[src/rtl/gpa_fhdo_pkg.sv]
// Shared definitions for the GPA-FHDO SPI master: command codes, frame
// lengths, command-word field positions and the transaction FSM states.
package gpa_fhdo_pkg;

   localparam logic [4:0] CMD_DAC  = 5'b00000;
   localparam logic [4:0] CMD_ADC  = 5'b01000;

   localparam int DAC_BITS = 24;
   localparam int ADC_BITS = 32;

   // Command word layout: [31:27] command, [26:25] channel, [24] flag, [23:0] payload.
   localparam int CMD_MSB     = 31;
   localparam int CMD_LSB     = 27;
   localparam int PAYLOAD_MSB = 23;

   typedef enum logic [1:0] {
      IDLE  = 2'd0,
      SHIFT = 2'd1,
      GUARD = 2'd2
   } state_t;

   function automatic logic is_known_cmd(input logic [4:0] code);
      return (code == CMD_DAC) || (code == CMD_ADC);
   endfunction

endpackage

[src/rtl/gpa_fhdo_iface_if.sv]
// Command/status and SPI pin bundle of the GPA-FHDO SPI master.
// The slave modport is the view of the SPI master block itself.
interface gpa_fhdo_iface_if;

   logic [31:0] data_i;
   logic        valid_i;
   logic [5:0]  spi_clk_div_i;
   logic        fhd_sdi_i;
   logic        busy_o;
   logic        fhd_sdo_o;
   logic        fhd_clk_o;
   logic        fhd_csn_o;
   logic [15:0] adc_value_o;

   modport master (
      output data_i, valid_i, spi_clk_div_i, fhd_sdi_i,
      input  busy_o, fhd_sdo_o, fhd_clk_o, fhd_csn_o, adc_value_o
   );

   modport slave (
      input  data_i, valid_i, spi_clk_div_i, fhd_sdi_i,
      output busy_o, fhd_sdo_o, fhd_clk_o, fhd_csn_o, adc_value_o
   );

endinterface

[src/rtl/gpa_fhdo_spi_tick.sv]
// SCLK half-period timer: tick is high on every (div+1)-th cycle and the
// count restarts from zero whenever clear is asserted.
module gpa_fhdo_spi_tick (
   input  logic       clk,
   input  logic       rst,
   input  logic       clear,
   input  logic [5:0] div,
   output logic       tick
);

   logic [5:0] cnt;

   assign tick = (cnt == div);

   // NOTE: state registers use non-blocking assignments so every flop samples pre-edge values.
   always_ff @(posedge clk or posedge rst) begin
      if (rst) begin
         cnt <= '0;
      end else if (clear || tick) begin
         cnt <= '0;
      end else begin
         cnt <= cnt + 6'd1;
      end
   end

endmodule

[src/rtl/gpa_fhdo_iface.sv]
// SPI master for the GPA-FHDO board: turns one command word into one
// DAC80504 write frame or one ADS8684 conversion frame on a shared bus.
module gpa_fhdo_iface
   import gpa_fhdo_pkg::*;
(
   input  logic               clk,
   input  logic               rst,
   gpa_fhdo_iface_if.slave    bus
);

   state_t      state_q, state_d;
   logic        busy_q, busy_d;
   logic        sclk_q, sclk_d;
   logic        csn_q, csn_d;
   logic        sdo_q, sdo_d;
   logic [31:0] tx_q, tx_d;
   logic [15:0] rx_q, rx_d;
   logic [4:0]  bit_cnt_q, bit_cnt_d;
   logic [4:0]  last_bit_q, last_bit_d;
   logic        is_adc_q, is_adc_d;
   logic [5:0]  div_q, div_d;
   logic [15:0] adc_q, adc_d;
   logic        tick_clear;
   logic        tick;

   logic [4:0]  cmd_code;
   logic [23:0] cmd_payload;

   assign cmd_code    = bus.data_i[CMD_MSB:CMD_LSB];
   assign cmd_payload = bus.data_i[PAYLOAD_MSB:0];

   gpa_fhdo_spi_tick u_tick (
      .clk   (clk),
      .rst   (rst),
      .clear (tick_clear),
      .div   (div_q),
      .tick  (tick)
   );

   // NOTE: every *_d defaults to its register value first, so no path through this block infers a latch.
   always_comb begin
      state_d    = state_q;
      busy_d     = busy_q;
      sclk_d     = sclk_q;
      csn_d      = csn_q;
      sdo_d      = sdo_q;
      tx_d       = tx_q;
      rx_d       = rx_q;
      bit_cnt_d  = bit_cnt_q;
      last_bit_d = last_bit_q;
      is_adc_d   = is_adc_q;
      div_d      = div_q;
      adc_d      = adc_q;
      tick_clear = 1'b0;

      unique case (state_q)
         IDLE: begin
            if (bus.valid_i && is_known_cmd(cmd_code)) begin
               state_d    = SHIFT;
               tick_clear = 1'b1;
               busy_d     = 1'b1;
               csn_d      = 1'b0;
               sclk_d     = 1'b1;
               div_d      = bus.spi_clk_div_i;
               bit_cnt_d  = '0;
               if (cmd_code == CMD_ADC) begin
                  is_adc_d   = 1'b1;
                  last_bit_d = 5'(ADC_BITS - 1);
                  tx_d       = {cmd_payload[15:0], 16'h0000};
               end else begin
                  is_adc_d   = 1'b0;
                  last_bit_d = 5'(DAC_BITS - 1);
                  tx_d       = {cmd_payload, 8'h00};
               end
               sdo_d = tx_d[31];
            end
         end

         SHIFT: begin
            if (tick) begin
               if (sclk_q) begin
                  // Falling SCLK: the slave samples SDO, the master samples SDI.
                  sclk_d = 1'b0;
                  rx_d   = {rx_q[14:0], bus.fhd_sdi_i};
               end else if (bit_cnt_q == last_bit_q) begin
                  state_d = GUARD;
                  csn_d   = 1'b1;
                  sdo_d   = 1'b0;
                  if (is_adc_q) begin
                     adc_d = rx_q;
                  end
               end else begin
                  bit_cnt_d = bit_cnt_q + 5'd1;
                  tx_d      = {tx_q[30:0], 1'b0};
                  sdo_d     = tx_q[30];
                  sclk_d    = 1'b1;
               end
            end
         end

         GUARD: begin
            if (tick) begin
               state_d = IDLE;
               busy_d  = 1'b0;
            end
         end

         default: begin
            state_d = IDLE;
         end
      endcase
   end

   always_ff @(posedge clk or posedge rst) begin
      if (rst) begin
         state_q    <= IDLE;
         busy_q     <= 1'b0;
         sclk_q     <= 1'b0;
         csn_q      <= 1'b1;
         sdo_q      <= 1'b0;
         tx_q       <= '0;
         rx_q       <= '0;
         bit_cnt_q  <= '0;
         last_bit_q <= '0;
         is_adc_q   <= 1'b0;
         div_q      <= '0;
         adc_q      <= '0;
      end else begin
         state_q    <= state_d;
         busy_q     <= busy_d;
         sclk_q     <= sclk_d;
         csn_q      <= csn_d;
         sdo_q      <= sdo_d;
         tx_q       <= tx_d;
         rx_q       <= rx_d;
         bit_cnt_q  <= bit_cnt_d;
         last_bit_q <= last_bit_d;
         is_adc_q   <= is_adc_d;
         div_q      <= div_d;
         adc_q      <= adc_d;
      end
   end

   assign bus.busy_o      = busy_q;
   assign bus.fhd_clk_o   = sclk_q;
   assign bus.fhd_csn_o   = csn_q;
   assign bus.fhd_sdo_o   = sdo_q;
   assign bus.adc_value_o = adc_q;

endmodule

[src/flat_wrapper.sv]
// flat-port wrapper written by rule: the top's interface ports become plain ports
module gpa_fhdo_iface_flat import gpa_fhdo_pkg::*;
  (clk, rst, bus_data_i, bus_valid_i, bus_spi_clk_div_i, bus_fhd_sdi_i, bus_busy_o, bus_fhd_sdo_o, bus_fhd_clk_o, bus_fhd_csn_o, bus_adc_value_o);
  gpa_fhdo_iface_if bus_i ();
  input  logic clk;
  input  logic rst;
  input wire logic [$bits(bus_i.data_i)-1:0] bus_data_i;
  input wire logic [$bits(bus_i.valid_i)-1:0] bus_valid_i;
  input wire logic [$bits(bus_i.spi_clk_div_i)-1:0] bus_spi_clk_div_i;
  input wire logic [$bits(bus_i.fhd_sdi_i)-1:0] bus_fhd_sdi_i;
  output wire logic [$bits(bus_i.busy_o)-1:0] bus_busy_o;
  output wire logic [$bits(bus_i.fhd_sdo_o)-1:0] bus_fhd_sdo_o;
  output wire logic [$bits(bus_i.fhd_clk_o)-1:0] bus_fhd_clk_o;
  output wire logic [$bits(bus_i.fhd_csn_o)-1:0] bus_fhd_csn_o;
  output wire logic [$bits(bus_i.adc_value_o)-1:0] bus_adc_value_o;
  assign bus_i.data_i = bus_data_i;
  assign bus_i.valid_i = bus_valid_i;
  assign bus_i.spi_clk_div_i = bus_spi_clk_div_i;
  assign bus_i.fhd_sdi_i = bus_fhd_sdi_i;
  assign bus_busy_o = bus_i.busy_o;
  assign bus_fhd_sdo_o = bus_i.fhd_sdo_o;
  assign bus_fhd_clk_o = bus_i.fhd_clk_o;
  assign bus_fhd_csn_o = bus_i.fhd_csn_o;
  assign bus_adc_value_o = bus_i.adc_value_o;
  gpa_fhdo_iface u_core (.clk(clk), .rst(rst), .bus(bus_i));
endmodule
[config.mk]
export PLATFORM = sky130hd
export DESIGN_NAME = gpa_fhdo_iface_flat
export DESIGN_NICKNAME = d
export VERILOG_FILES = /design/src/rtl/gpa_fhdo_pkg.sv /design/src/rtl/gpa_fhdo_iface_if.sv /design/src/rtl/gpa_fhdo_spi_tick.sv /design/src/rtl/gpa_fhdo_iface.sv /design/src/flat_wrapper.sv
export SDC_FILE = /design/constraint.sdc
export NUM_CORES = 1
export LEC_CHECK = 0
export CORE_MARGIN = 1
export CORE_UTILIZATION = 45
export CTS_CLUSTER_DIAMETER = 100
export DETAILED_ROUTE_END_ITERATION = 16
export GPL_ROUTABILITY_DRIVEN = 0
export PLACE_DENSITY = 0.7
export SLEW_MARGIN = 10
export SYNTH_ARGS = -nofsm -noshare
export SYNTH_HDL_FRONTEND = slang
export SYNTH_SLANG_ARGS = --single-unit
[constraint.sdc]
create_clock -name clk -period 4.8 [get_ports clk]
set_input_delay 1.2 -clock clk [delete_from_list [all_inputs] [get_ports clk]]
set_output_delay 1.2 -clock clk [all_outputs]
set_load 0.005 [all_outputs]
==> summary.md <==
| Metric | Value |
|---|---|
| DR vias | `2469` |
| Die width | `93.2 µm` |
| CP max-delay cell | `nor4_1` |
| Crit path largest cell delay | `520 ps` |
| Area share of the largest cell type after synthesis | `52.8%` |
| Async SR Flop Fraction | `100%` |
| Hold buffers post-CTS | `0` |
| Final HPWL DP | `4630 µm` |
| Fin crit period | `3220 ps` |
| Via/cell ratio | `5.13` |
| Critical path class | `input port to flop` |
| Longest Clk Path Bufs | `2` |
| Setup Viol. Count Final | `0` |
| Mapped Area | `0.00374 mm²` |
| Final core utilization | `58.7%` |
| Drt first pass iters | `4` |
| Initial Util | `47.4%` |
| Initial antenna violation count | `0` |
| Gate Count Post-Synth | `315` |
| Headroom to the max-slew limit | `42.3%` |
| Worst Setup Start Kind | `input port` |
| ANT nets after route | `0` |
| Ys flop type | `dfrtp_1` |
| DP Cell Count | `465` |
| Setup tns final | `0 ps` |
| Die area | `0.00869 mm²` |
| Total routed wirelength | `6870 µm` |
| TritonCTS Sinks | `80` |
| Num CTS Buffers | `9` |
| First-pass GRT wire length | `11600 µm` |
| Row count | `32` |
| Top-count cell post-synth | `dfrtp_1` |
| Port bufs | `58` |
| Post-Layout Cell Count | `481` |
| Max cap viols | `0` |
| Post-CTS sizing | `0` |
| Starting DRC count in detailed routing | `131` |
| Gr usage total | `17.3%` |
| Status | `finished, final reports clean` |
| Setup Buffers After CTS | `0` |
| Lkg Pwr | `2.31 nW` |
| Fin. max-slew vios | `0` |
| Clock transition at the registers of the reported paths | `80 ps` |
| GR Overflow Total | `0` |
| Flops & latches, synth | `80` |
| Fmax | `311 MHz` |
| Synth Net Count | `359` |
| Synth top cells by count | `dfrtp_1, nand2_1, mux2_2` |
| Avg Cell Area, Syn | `11.9 µm²` |
| Worst path bufs/invs | `2` |
| Share of cells above drive strength 1 | `22.7%` |
| Area Overhead vs Synth | `23.7%` |
| Routed len/inst | `14.3 µm` |
| Cell Chain, Critical Path | `clkdlybuf4s50_1 > nor4_1 > nand2_1 > buf_4 > mux2i_1 > a21oi_1 > mux2_4` |
| CTS tree | `done` |
| Data required time of the critical path | `5040 ps` |
| Layout fillers | `665` |
| Critical path endpoint category | `flop` |
| Yosys top cell by area | `dfrtp_1` |
| Clock root buffer | `clkbuf_8` |
| Fin. Hold Viols | `0` |
| Area of the core | `0.00789 mm²` |
| CTS H-tree depth | `3` |
| Total power | `2.22 mW` |
| Number of I/O pins | `62` |
| Vias in the first global route | `2441` |
| Hold WC Path Type | `flop to flop` |
| Cell family with most CP delay | `simple AND/OR/NAND/NOR gates` |
| Pin count of the biggest net entering global routing | `81` |
| Max IR drop VDD | `0.000212 V` |
| N_diodes | `0` |
| Sequential share of the synthesized area | `53.5%` |
| Final period utilization | `67.1%` |
| RSZ-0062 raised after global routing | `false` |
| Worst Tran Pin Value | `862 ps` |
| Top post-synthesis cells by area | `dfrtp_1, mux2_2, mux2_4` |
| Post-synth EDFFs | `0` |
| # nets final | `418` |
| Worst-Skew Late Latency | `360 ps` |
| Final Skew | `12.1 ps` |
| Yosys cell types | `42` |
| Die height | `93.2 µm` |
| Pwr dens | `480 mW/mm²` |
| Max Fanout on Critical Path | `16` |
| Yosys Warn Count | `0` |
| WP data arrival | `3460 ps` |
| Residual DRC | `0` |
-- logic make-up (layout without fill, tap and decap cells) --
logic type | Yosys count | after routing | synth area share [%]
mux | 71 | 71 | 22.4
buf+inv | 16 | 80 | 2.07
xor+xnor | 11 | 11 | 2.57
compound gates | 37 | 37 | 6.32
fa+ha+maj | 2 | 2 | 0.669
flops | 80 | 80 | 53.5
simple gates | 98 | 98 | 12.4
-- final cells by class --
cell class                 instances  area, µm²  area share (%)
inverter                           3       11.3           0.243
multi-input combinational        219       1660            35.9
tap                              102        128            2.76
clock buffer                       9        124            2.68
sequential                        80       2000            43.3
timing repair buffer              61        616            13.3
clock inverter                     7       85.1            1.84
-- through the flow --
step                      setup slack, ps  hold slack, ps  area [µm²]
after global placement               1230             477        4420
after detailed placement             1160             470        4420
after floorplan                      1550             448        3740
final                                1580             500        4630
after CTS                            1520             502        4630
after global routing                 1420             520        4630
-- metal layers --
layer	track usage, %	share of wire, %
met3	3.33	4.1
met2	27.1	48
met1	23.3	46
met5	0	0
met4	8.08	1.5
-- registers in the layout, indices dropped and copies added (netlist names) --
register and count:
u_core.bus.fhd_csn_o 1, u_core.bus.busy_o 1, u_core.bus.fhd_clk_o 1, u_core.state_q 2, u_core.u_tick.cnt 6, u_core.bus.fhd_sdo_o 1
u_core.tx_q 23, u_core.bit_cnt_q 5, u_core.rx_q 16, u_core.last_bit_q 2, u_core.div_q 6, u_core.bus.adc_value_o 16
-- path summary, 6_finish.rpt --
check | to | depth (start not counted) | slack (ps) | from
worst max-delay path | u_core.tx_q[16]$_DFFE_PP0P_ | 7 | 1580 | bus_data_i[31]
worst min-delay path | u_core.last_bit_q[2]$_DFFE_PP0P_ | 1 | 500 | u_core.last_bit_q[2]$_DFFE_PP0P_
worst max register to register | u_core.tx_q[24]$_DFFE_PP0P_ | 6 | 2270 | u_core.bit_cnt_q[0]$_DFFE_PP0P_
worst min register to register | u_core.last_bit_q[2]$_DFFE_PP0P_ | 1 | 500 | u_core.last_bit_q[2]$_DFFE_PP0P_
max in group asynchronous | u_core.bus.fhd_csn_o$_DFFE_PP1P_ | 3 | 3200 | rst
min in group asynchronous | u_core.bus.adc_value_o[3]$_DFFE_PP0P_ | 3 | 1230 | rst
-- where the power goes --
part	internal [mW]	switching [mW]	total, mW
registers	0.869	0.145	1.01
logic	0.355	0.331	0.686
clock network	0.251	0.271	0.522
total	1.48	0.747	2.22
-- placed cells by master (no fill, tap or decap), drive strengths merged, types with 2 or more instances in the layout --
cell type | synthesis | layout
o22ai | 2 | 2
buf | 3 | 3
xor2 | 8 | 8
nand3 | 12 | 12
inv | 3 | 7
a31oi | 3 | 3
and3 | 2 | 2
nand2 | 43 | 43
dfrtp | 79 | 79
clkinvlp | 0 | 2
ha | 2 | 2
nand4 | 2 | 2
mux2 | 55 | 55
nor2 | 28 | 28
clkbuf | 10 | 9
clkdlybuf4s50 | 0 | 58
o21ai | 4 | 4
nor3b | 2 | 2
xnor2 | 3 | 3
nor4 | 3 | 3
mux2i | 16 | 16
a21oi | 22 | 22
Note: power is estimated with default switching activity, not from simulation.
